==> src/rtl/fp_denorm_to_fixed.sv <==
// Converts a justified float (Q1.15 mantissa, two's-complement exponent) into a
// rounded, saturated signed integer by shifting one bit per clock.
module fp_denorm_to_fixed #(
   parameter int OUT_W = 16
) (
   input  logic             clk,
   input  logic             rst_n,
   input  logic             in_valid,
   output logic             in_ready,
   input  logic [15:0]      ma,
   input  logic [7:0]       ea,
   output logic             out_valid,
   input  logic             out_ready,
   output logic [OUT_W-1:0] out_data,
   output logic             out_sat,
   output logic             busy
);

   localparam logic [2:0] ST_IDLE   = 3'd0;
   localparam logic [2:0] ST_LSHIFT = 3'd1;
   localparam logic [2:0] ST_RSHIFT = 3'd2;
   localparam logic [2:0] ST_ROUND  = 3'd3;
   localparam logic [2:0] ST_DONE   = 3'd4;

   localparam logic [8:0] OUT_W9  = 9'(OUT_W);
   localparam logic [8:0] RMAX9   = 9'd17;
   localparam logic [OUT_W-1:0] MAX_VAL = {1'b0, {(OUT_W-1){1'b1}}};
   localparam logic [OUT_W-1:0] MIN_VAL = {1'b1, {(OUT_W-1){1'b0}}};

   logic [2:0]       state_reg;
   logic [OUT_W-1:0] acc_reg;
   logic             guard_reg;
   logic [5:0]       count_reg;
   logic             sat_reg;
   logic             neg_reg;
   logic [OUT_W-1:0] out_data_reg;
   logic             out_sat_reg;

   // Shift request and its clamped magnitude, evaluated on the operand inputs.
   logic [8:0]       shift_req;
   logic [8:0]       shift_mag;
   logic             shift_right;
   logic [5:0]       k_next;
   logic [OUT_W-1:0] acc_load;

   always_comb begin
      shift_req   = {ea[7], ea} - 9'd15;
      shift_right = shift_req[8];
      shift_mag   = shift_right ? (~shift_req + 9'd1) : shift_req;
      k_next      = 6'd0;
      if (ma != 16'd0 && shift_mag != 9'd0) begin
         if (shift_right)
            k_next = (shift_mag > RMAX9) ? 6'd17 : shift_mag[5:0];
         else
            k_next = (shift_mag > OUT_W9) ? OUT_W9[5:0] : shift_mag[5:0];
      end
      acc_load = OUT_W'($signed(ma));
   end

   always_ff @(posedge clk or negedge rst_n) begin
      if (!rst_n) begin
         state_reg    <= ST_IDLE;
         acc_reg      <= '0;
         guard_reg    <= 1'b0;
         count_reg    <= 6'd0;
         sat_reg      <= 1'b0;
         neg_reg      <= 1'b0;
         out_data_reg <= '0;
         out_sat_reg  <= 1'b0;
      end else begin
         case (state_reg)
            ST_IDLE: begin
               if (in_valid) begin
                  acc_reg     <= acc_load;
                  guard_reg   <= 1'b0;
                  sat_reg     <= 1'b0;
                  out_sat_reg <= 1'b0;
                  neg_reg     <= ma[15];
                  count_reg   <= k_next;
                  if (k_next == 6'd0)
                     state_reg <= ST_ROUND;
                  else if (shift_right)
                     state_reg <= ST_RSHIFT;
                  else
                     state_reg <= ST_LSHIFT;
               end
            end
            ST_RSHIFT: begin
               guard_reg <= acc_reg[0];
               acc_reg   <= {acc_reg[OUT_W-1], acc_reg[OUT_W-1:1]};
               count_reg <= count_reg - 6'd1;
               if (count_reg == 6'd1)
                  state_reg <= ST_ROUND;
            end
            ST_LSHIFT: begin
               // The next shift would change the sign bit: saturate instead.
               if (acc_reg[OUT_W-1] != acc_reg[OUT_W-2]) begin
                  sat_reg   <= 1'b1;
                  state_reg <= ST_ROUND;
               end else begin
                  acc_reg   <= {acc_reg[OUT_W-2:0], 1'b0};
                  count_reg <= count_reg - 6'd1;
                  if (count_reg == 6'd1)
                     state_reg <= ST_ROUND;
               end
            end
            ST_ROUND: begin
               if (sat_reg)
                  out_data_reg <= neg_reg ? MIN_VAL : MAX_VAL;
               else
                  out_data_reg <= acc_reg + OUT_W'(guard_reg);
               out_sat_reg <= sat_reg;
               state_reg   <= ST_DONE;
            end
            ST_DONE: begin
               if (out_ready)
                  state_reg <= ST_IDLE;
            end
            default: state_reg <= ST_IDLE;
         endcase
      end
   end

   assign in_ready  = (state_reg == ST_IDLE);
   assign busy      = (state_reg != ST_IDLE);
   assign out_valid = (state_reg == ST_DONE);
   assign out_data  = out_data_reg;
   assign out_sat   = out_sat_reg;

endmodule

==> config.mk <==
export PLATFORM = sky130hd
export DESIGN_NAME = fp_denorm_to_fixed
export DESIGN_NICKNAME = d
export VERILOG_FILES = /design/src/rtl/fp_denorm_to_fixed.sv
export SDC_FILE = /design/constraint.sdc
export NUM_CORES = 1
export LEC_CHECK = 0
export ABC_AREA = 0
export CAP_MARGIN = 25
export CORE_AREA = 2 2 59 103
export CTS_CLUSTER_DIAMETER = 100
export DETAILED_ROUTE_END_ITERATION = 10
export DIE_AREA = 0 0 61 105
export PLACE_DENSITY = 0.92
export SLEW_MARGIN = 20
export SYNTH_ARGS = -nofsm -noshare
export SYNTH_HDL_FRONTEND = slang
export SYNTH_SLANG_ARGS = --single-unit
==> constraint.sdc <==
create_clock -name clk -period 6 [get_ports clk]
set_clock_uncertainty 0.15 [all_clocks]
set_input_delay 1.2 -clock clk [delete_from_list [all_inputs] [get_ports clk]]
set_output_delay 1.2 -clock clk [all_outputs]
set_load 0.005 [all_outputs]
==> results of run 1 <==
## metal layers
layer | up-vias | global-route usage
met2 | 97 | 0.500
met1 | 1500 | 0.306
met3 | 32 | 0.0297
met4 | 0 | 0.177
met5 | - | 0
li1 | 1515 | -
## synthesized netlist by cell type, drive strengths merged, types with 4 or more instances
library cell	count	area share
a22oi	15	0.035
inv	9	0.011
a21oi	16	0.026
ha	6	0.023
o31ai	4	0.0093
xor2	6	0.016
clkbuf	18	0.021
dfrtp	45	0.35
a31oi	19	0.037
o21ai	46	0.072
xnor2	16	0.044
nand2	53	0.063
nand4	10	0.021
nand3	12	0.022
and3	4	0.0078
nor3	11	0.021
buf	11	0.025
nand2b	5	0.0097
nor4	10	0.019
nor2	34	0.040
## cell families after synthesis
logic type / count (synthesis)
AND/OR/NAND/NOR: 156
flip-flops: 45
adder cells (fa/ha/maj): 6
multiplexers: 2
AO/OA/AOI/OAI: 128
buffers and inverters: 38
XOR/XNOR: 22
## critical path, stage by stage
cell	delay, ns
clkdlybuf4s50_1	0.77
ha_1	0.59
a31oi_1	0.15
a41oi_1	0.35
mux2i_1	0.23
or3b_1	0.48
a22o_1	0.20
a21oi_1	0.24
a311oi_1	0.13
nor3_1	0.17
## cell usage in the layout (no fill, tap or decap), types with 3 or more instances in the layout
master,n
nor4_1,10
a22oi_1,15
clkbuf_8,6
o31ai_1,4
clkdlybuf4s50_1,46
nand3_1,10
nand2_1,52
nor2b_1,3
dfrtp_1,45
nand2b_1,5
buf_4,4
o21ai_0,43
a21oi_1,15
xor2_1,6
o21ai_1,3
o21a_1,3
nand4_1,9
inv_1,9
nor3_1,10
xnor2_1,16
or3_1,3
and3_1,4
a31oi_1,19
ha_1,6
nor2_1,33
## metrics by stage
step           instances  utilization  area [sq um]  hold slack [ns]
2_1_floorplan        397            -          3210            0.308
3_3_place_gp         495        0.661          3660            0.309
3_5_place_dp         495        0.661          3660            0.319
4_1_cts              503        0.682          3780            0.338
5_1_grt              505        0.688          3810            0.355
6_report             505        0.688          3810            0.332
## how the worst min path moves through the flow
stage / slack, ns / endpoint / cells past startpoint / start
final: 0.33 / out_data[15]$_DFFE_PN0P_ / 2 / out_data[15]$_DFFE_PN0P_
after global routing: 0.35 / out_data[8]$_DFFE_PN0P_ / 2 / out_data[8]$_DFFE_PN0P_
after CTS: 0.34 / out_data[6]$_DFFE_PN0P_ / 2 / out_data[6]$_DFFE_PN0P_
after detailed placement: 0.32 / out_data[6]$_DFFE_PN0P_ / 2 / out_data[6]$_DFFE_PN0P_
after global placement: 0.31 / out_data[1]$_DFFE_PN0P_ / 2 / out_data[1]$_DFFE_PN0P_
after floorplan: 0.31 / count_reg[5]$_DFFE_PN0P_ / 1 / count_reg[5]$_DFFE_PN0P_
## power by group through the flow
stage | clock network [mW] | registers [mW] | logic (mW)
after floorplan | 0 | 0.570 | 0.651
after global placement | 0 | 0.637 | 0.879
after detailed placement | 0 | 0.645 | 0.904
after CTS | 0.238 | 0.640 | 0.910
after global routing | 0.250 | 0.670 | 1.04
final | 0.236 | 0.645 | 0.916
## layout make-up
cell class                 count  area share
clock inverter                 1     0.00788
tap                           76      0.0250
clock buffer                   7      0.0227
multi-input combinational    314       0.502
sequential                    45       0.295
inverter                       9     0.00886
timing repair buffer          53       0.138
==> impl_metrics.xml, run 1 <==
<?xml version="1.0" encoding="UTF-8"?>
<metrics>
  <group name="status">
    <metric name="status" unit="">finished clean</metric>
  </group>
  <group name="route">
    <metric name="detail_route.wirelength.met1" unit="mm">2.95</metric>
    <metric name="route.detailed.wl_per_inst" unit="microns">16.6</metric>
    <metric name="antenna_violating_nets_post_route" unit="">0</metric>
    <metric name="avgViaCountPerCell" unit="">6.23</metric>
    <metric name="met3_wirelength" unit="microns">282</metric>
    <metric name="firstDrtPassIters" unit="">4</metric>
    <metric name="route.vias.total" unit="">3144</metric>
    <metric name="wl_met2" unit="mm">4.70</metric>
    <metric name="dr.max_layer_used" unit="">met4</metric>
    <metric name="postRouteWirelength" unit="mm">8.40</metric>
    <metric name="residual_drc" unit="">0</metric>
    <metric name="initial_drc_count" unit="">121</metric>
  </group>
  <group name="setup_path">
    <metric name="worst-endpoint-required" unit="ns">6.07</metric>
    <metric name="setup.reg_to_reg.worst_slack" unit="ns">3.82</metric>
    <metric name="start_kind" unit="">primary input</metric>
    <metric name="rr_startpoint" unit="">acc_reg[3]$_DFFE_PN0P_</metric>
    <metric name="worst-setup-path-type" unit="">primary input to flip-flop</metric>
    <metric name="rr_endpoint" unit="">out_data[15]$_DFFE_PN0P_</metric>
    <metric name="crit_arrival" unit="ns">4.53</metric>
    <metric name="timing.critical_path.fanout_max" unit="">15</metric>
    <metric name="crit_start" unit="">ea[0]</metric>
    <metric name="endpoint" unit="">state_reg[1]$_DFFE_PN0P_</metric>
    <metric name="critPathCaptureType" unit="">flip-flop</metric>
    <metric name="worstRegToRegCells" unit="">8</metric>
  </group>
  <group name="logic_synthesis">
    <metric name="synth_warnings" unit="">0</metric>
    <metric name="synthSimpleGateAreaFrac" unit="">0.243</metric>
    <metric name="synth_sequential_area_ratio" unit="">0.350</metric>
    <metric name="ys_async_sr_fraction" unit="">1.00</metric>
    <metric name="gate_count_of_the_mapped_netlist" unit="">397</metric>
    <metric name="synth.mux.area_fraction" unit="">0.00623</metric>
    <metric name="avgSynthCellArea" unit="sq um">8.10</metric>
    <metric name="synth.net_count" unit="">431</metric>
    <metric name="synthesis.area" unit="sq mm">0.00321</metric>
    <metric name="synth_xor_xnor_area_share" unit="">0.0599</metric>
    <metric name="complex_gate_fraction_of_the_synthesized_area" unit="">0.261</metric>
    <metric name="synth_enable_flop_cells" unit="">0</metric>
    <metric name="yosys_register_bits" unit="">45</metric>
    <metric name="synth_top_family_by_area" unit="">compound AO/OA/AOI/OAI gates</metric>
    <metric name="synth-adder-area-share" unit="">0.0234</metric>
    <metric name="ys_dominant_reg_cell" unit="">dfrtp_1</metric>
    <metric name="synth_cell_types" unit="">63</metric>
  </group>
  <group name="cts">
    <metric name="cts_tree" unit="">built</metric>
    <metric name="clock_sinks" unit="">45</metric>
    <metric name="cts_hold_buffers" unit="">0</metric>
    <metric name="post_cts.resized_instances" unit="">0</metric>
    <metric name="post-cts-setup-buffer-count" unit="">0</metric>
    <metric name="clk_transition_reported_paths" unit="ns">0.08</metric>
    <metric name="worstSkewPairLatency" unit="ns">0.30</metric>
    <metric name="clock_tree.htree_level_count" unit="">2</metric>
    <metric name="cts_root_buffer" unit="">clkbuf_8</metric>
    <metric name="number_of_buffers_on_the_longest_clock_path" unit="">2</metric>
    <metric name="total_clock_buffers_created_by_cts" unit="">5</metric>
  </group>
  <group name="pwr">
    <metric name="power.combinational.fraction" unit="">0.510</metric>
    <metric name="ir_drop" unit="V">0.000198</metric>
    <metric name="post-layout-total-power" unit="mW">1.80</metric>
    <metric name="seq_power_share" unit="">0.359</metric>
    <metric name="leakage" unit="nW">1.51</metric>
    <metric name="power_switching_share" unit="">0.429</metric>
    <metric name="clock_power_share" unit="">0.131</metric>
    <metric name="net-switching-power" unit="mW">0.771</metric>
    <metric name="power_density" unit="mW/mm^2">471</metric>
    <metric name="cell_internal_pwr" unit="mW">1.03</metric>
  </group>
  <group name="final_layout">
    <metric name="area_of_the_multi_input_gates" unit="sq mm">0.00191</metric>
    <metric name="layout-area-overhead-vs-synth" unit="%">18.6</metric>
    <metric name="num-fill-cells" unit="">477</metric>
    <metric name="total_nets_final" unit="">462</metric>
    <metric name="area.sequential" unit="sq mm">0.00113</metric>
    <metric name="num_antenna_cells" unit="">0</metric>
    <metric name="drive_gt1_frac" unit="">0.0676</metric>
  </group>
  <group name="floorplan">
    <metric name="placementRows" unit="">36</metric>
    <metric name="die_width" unit="microns">61</metric>
    <metric name="design.die.area" unit="sq mm">0.00641</metric>
    <metric name="ios" unit="">48</metric>
    <metric name="initial_core_util" unit="">0.580</metric>
    <metric name="design.core.area" unit="sq mm">0.00554</metric>
    <metric name="die_y" unit="microns">105</metric>
  </group>
  <group name="global_routing">
    <metric name="grt_max_degree" unit="">46</metric>
    <metric name="first_pass_grt_wire_length" unit="mm">14.0</metric>
    <metric name="grt_pass1_vias" unit="">3033</metric>
    <metric name="initial_antenna_violation_count" unit="">0</metric>
    <metric name="grtUsageTotal" unit="">0.285</metric>
    <metric name="grt_overflow_total" unit="">0</metric>
  </group>
  <group name="timing">
    <metric name="rsz_0062_raised_after_global_routing" unit="">no</metric>
    <metric name="fin_crit" unit="ns">4.46</metric>
    <metric name="fmax" unit="MHz">224</metric>
    <metric name="finalSetupViolations" unit="">0</metric>
    <metric name="setup_ws" unit="ns">1.54</metric>
    <metric name="final_max_slew_viol_count" unit="">0</metric>
    <metric name="max-slew-margin-rel" unit="">0.505</metric>
    <metric name="max_slew.worst_pin.slew" unit="ns">0.740</metric>
    <metric name="fin_tns_setup" unit="ns">0</metric>
    <metric name="final.period_utilization" unit="">0.743</metric>
    <metric name="finalHoldViolations" unit="">0</metric>
  </group>
  <group name="min_path">
    <metric name="min_path_type" unit="">flip-flop to flip-flop</metric>
  </group>
  <group name="placed_design">
    <metric name="dp_hpwl" unit="mm">6.31</metric>
    <metric name="number_of_buffer_cells_added_on_primary_ports" unit="">47</metric>
    <metric name="worst_slack_placed" unit="ns">1.30</metric>
    <metric name="gpl.final_weighted_congestion" unit="">0.998</metric>
  </group>
  <group name="run">
    <metric name="max_cap_violations" unit="">0</metric>
  </group>
</metrics>
(Power assumes the default switching activity.)
==> inputs of run 2 (changes only) <==
--- a/config.mk
+++ b/config.mk
@@ -7,11 +7,11 @@
 export LEC_CHECK = 0
 export ABC_AREA = 0
 export CAP_MARGIN = 25
-export CORE_AREA = 2 2 59 103
+export CORE_AREA = 2 2 64 112
 export CTS_CLUSTER_DIAMETER = 100
 export DETAILED_ROUTE_END_ITERATION = 10
-export DIE_AREA = 0 0 61 105
-export PLACE_DENSITY = 0.92
+export DIE_AREA = 0 0 66 114
+export PLACE_DENSITY = 0.83
 export SLEW_MARGIN = 20
 export SYNTH_ARGS = -nofsm -noshare
 export SYNTH_HDL_FRONTEND = slang
==> constraint.sdc (replaced) <==
create_clock -name clk -period 3.7 [get_ports clk]
set_clock_uncertainty 0.15 [all_clocks]
set_input_delay 0.74 -clock clk [delete_from_list [all_inputs] [get_ports clk]]
set_output_delay 0.74 -clock clk [all_outputs]
set_load 0.005 [all_outputs]
==> run 2 against run 1 <==
  * First-iteration DRC count increased by 78%
  * Worst setup slack got worse by 1.2 ns
  * Critical endpoint unchanged
  * Critical path type unchanged
  * Clock-buffer cell count decreased by 1
  * Register-to-register slack got worse by 2.3 ns
  * Critical path depth increased by 1
  * Die area increased by 17%
  * Clock power increased by 120%
  * Sequential power increased by 61%
  * Worst hold slack got worse by 0.044 ns
==> impl_metrics.xml, run 2 (synthesized netlist as in run 1, its figures left out) <==
<?xml version="1.0" encoding="UTF-8"?>
<metrics>
  <group name="status">
    <metric name="status" unit="">finished clean</metric>
  </group>
  <group name="cts">
    <metric name="worstSkewPairLatency" unit="ns">0.29</metric>
    <metric name="cts_tree" unit="">built</metric>
    <metric name="clock_sinks" unit="">45</metric>
    <metric name="cts_root_buffer" unit="">clkbuf_16</metric>
    <metric name="total_clock_buffers_created_by_cts" unit="">5</metric>
    <metric name="post_cts.resized_instances" unit="">0</metric>
    <metric name="cts_hold_buffers" unit="">0</metric>
    <metric name="number_of_buffers_on_the_longest_clock_path" unit="">2</metric>
    <metric name="clk_transition_reported_paths" unit="ns">0.06</metric>
    <metric name="post-cts-setup-buffer-count" unit="">0</metric>
    <metric name="clock_tree.htree_level_count" unit="">2</metric>
  </group>
  <group name="setup_path">
    <metric name="critPathCaptureType" unit="">flip-flop</metric>
    <metric name="timing.critical_path.fanout_max" unit="">10</metric>
    <metric name="worstRegToRegCells" unit="">8</metric>
    <metric name="crit_arrival" unit="ns">3.42</metric>
    <metric name="start_kind" unit="">primary input</metric>
    <metric name="worst-setup-path-type" unit="">primary input to flip-flop</metric>
    <metric name="setup.reg_to_reg.worst_slack" unit="ns">1.50</metric>
    <metric name="rr_endpoint" unit="">out_data[15]$_DFFE_PN0P_</metric>
    <metric name="rr_startpoint" unit="">acc_reg[3]$_DFFE_PN0P_</metric>
    <metric name="worst-endpoint-required" unit="ns">3.76</metric>
  </group>
  <group name="floorplan">
    <metric name="die_width" unit="microns">66</metric>
    <metric name="design.core.area" unit="sq mm">0.00671</metric>
    <metric name="initial_core_util" unit="">0.479</metric>
    <metric name="ios" unit="">48</metric>
    <metric name="placementRows" unit="">40</metric>
    <metric name="design.die.area" unit="sq mm">0.00752</metric>
    <metric name="die_y" unit="microns">114</metric>
  </group>
  <group name="global_routing">
    <metric name="met2_usage" unit="">0.449</metric>
    <metric name="first_pass_grt_wire_length" unit="mm">14.2</metric>
    <metric name="grt_overflow_total" unit="">0</metric>
    <metric name="initial_antenna_violation_count" unit="">0</metric>
    <metric name="met1_usage" unit="">0.244</metric>
    <metric name="grt_most_used_layer" unit="">met2</metric>
    <metric name="grt_max_degree" unit="">46</metric>
    <metric name="grtUsageTotal" unit="">0.246</metric>
    <metric name="grt_pass1_vias" unit="">3097</metric>
    <metric name="met3_global_route_usage" unit="">0.0375</metric>
  </group>
  <group name="timing">
    <metric name="final.period_utilization" unit="">0.908</metric>
    <metric name="fmax" unit="MHz">298</metric>
    <metric name="max_slew.worst_pin.slew" unit="ns">0.728</metric>
    <metric name="fin_tns_setup" unit="ns">0</metric>
    <metric name="fin_crit" unit="ns">3.36</metric>
    <metric name="rsz_0062_raised_after_global_routing" unit="">no</metric>
    <metric name="finalSetupViolations" unit="">0</metric>
    <metric name="setup_ws" unit="ns">0.342</metric>
    <metric name="final_max_slew_viol_count" unit="">0</metric>
    <metric name="max-slew-margin-rel" unit="">0.511</metric>
    <metric name="finalHoldViolations" unit="">0</metric>
  </group>
  <group name="placed_design">
    <metric name="gpl.final_weighted_congestion" unit="">0.956</metric>
    <metric name="number_of_buffer_cells_added_on_primary_ports" unit="">47</metric>
    <metric name="dp_hpwl" unit="mm">6.63</metric>
    <metric name="worst_slack_placed" unit="ns">0.0294</metric>
  </group>
  <group name="final_layout">
    <metric name="num-fill-cells" unit="">612</metric>
    <metric name="leading_cell_types_in_the_layout_fill_and_taps_excluded" unit="">nand2_1 (52), clkdlybuf4s50_1 (46), dfrtp_1 (45)</metric>
    <metric name="layout_commonest_cell" unit="">nand2_1</metric>
    <metric name="total_nets_final" unit="">483</metric>
    <metric name="layout-area-overhead-vs-synth" unit="%">25.5</metric>
    <metric name="num_antenna_cells" unit="">0</metric>
    <metric name="drive_gt1_frac" unit="">0.111</metric>
  </group>
  <group name="run">
    <metric name="max_cap_violations" unit="">0</metric>
  </group>
  <group name="route">
    <metric name="initial_drc_count" unit="">215</metric>
    <metric name="avgViaCountPerCell" unit="">5.92</metric>
    <metric name="firstDrtPassIters" unit="">5</metric>
    <metric name="route.detailed.wl_per_inst" unit="microns">16.1</metric>
    <metric name="residual_drc" unit="">0</metric>
    <metric name="route.vias.total" unit="">3159</metric>
    <metric name="antenna_violating_nets_post_route" unit="">0</metric>
    <metric name="postRouteWirelength" unit="mm">8.57</metric>
  </group>
  <group name="pwr">
    <metric name="power_density" unit="mW/mm^2">757</metric>
    <metric name="post-layout-total-power" unit="mW">3.05</metric>
    <metric name="ir_drop" unit="V">0.000229</metric>
    <metric name="leakage" unit="nW">1.64</metric>
  </group>
  <group name="min_path">
    <metric name="min_path_type" unit="">primary input to asynchronous set/reset pin</metric>
  </group>
</metrics>
run 2: changes by cell type in the layout (fill, tap and decap cells not counted):
| cell | previous run | this run |
|---|---|---|
| clkbuf_16 | 0 | 5 |
| buf_2 | 1 | 0 |
| clkbuf_8 | 6 | 0 |
| clkinv_4 | 0 | 1 |
| buf_4 | 4 | 26 |
run 2: worst max path at each step:
stage | startpoint | endpoint | slack (ns)
6_report | ea[0] | state_reg[1]$_DFFE_PN0P_ | 0.34
3_3_place_gp | ea[0] | count_reg[1]$_DFFE_PN0P_ | 0.1
3_5_place_dp | ea[0] | state_reg[1]$_DFFE_PN0P_ | 0.03
5_1_grt | ea[0] | state_reg[1]$_DFFE_PN0P_ | 0.13
4_1_cts | ea[0] | state_reg[1]$_DFFE_PN0P_ | 0.34
2_1_floorplan | ea[0] | count_reg[1]$_DFFE_PN0P_ | 0.73
run 2: layout make-up:
type | count | area, sq um | share of cell area
Clock buffer | 6 | 129 | 0.0320
Timing Repair Buffer | 74 | 687 | 0.170
Clock inverter | 2 | 38.8 | 0.00962
Sequential cell | 45 | 1130 | 0.279
Multi-Input combinational cell | 314 | 1910 | 0.474
Inverter | 9 | 33.8 | 0.00838
Tap cell | 84 | 105 | 0.0261
run 2: critical path: stages:
cell             delay, ns
clkdlybuf4s50_1       0.43
buf_4                 0.19
ha_1                  0.35
nand2b_1              0.20
nor2_1                0.08
o311ai_1              0.31
or3b_1                0.45
a22o_1                0.20
a21oi_1               0.18
a311oi_1              0.11
nor3_1                0.17
run 2: stage by stage:
stage / cells / utilization / hold WS, ns / area, sq um
global route: 534 / 0.601 / 0.339 / 4030
finish: 534 / 0.601 / 0.288 / 4030
CTS: 533 / 0.599 / 0.333 / 4020
global placement: 525 / 0.574 / 0.310 / 3850
detailed placement: 525 / 0.574 / 0.320 / 3850
floorplan: 397 / - / 0.294 / 3210
run 2: power breakdown:
group / total, mW / internal (mW) / switching [mW]
Combinational: 1.50 / 0.721 / 0.781
Sequential: 1.04 / 0.740 / 0.301
Clock: 0.508 / 0.320 / 0.188
Total: 3.05 / 1.78 / 1.27
run 2: metal layers:
metal	share of wire	wire length (microns)	vias up
li1	-	-	1556
met1	0.35	3010	1463
met2	0.55	4750	103
met3	0.037	313	37
met4	0.059	502	0
met5	0	0	-
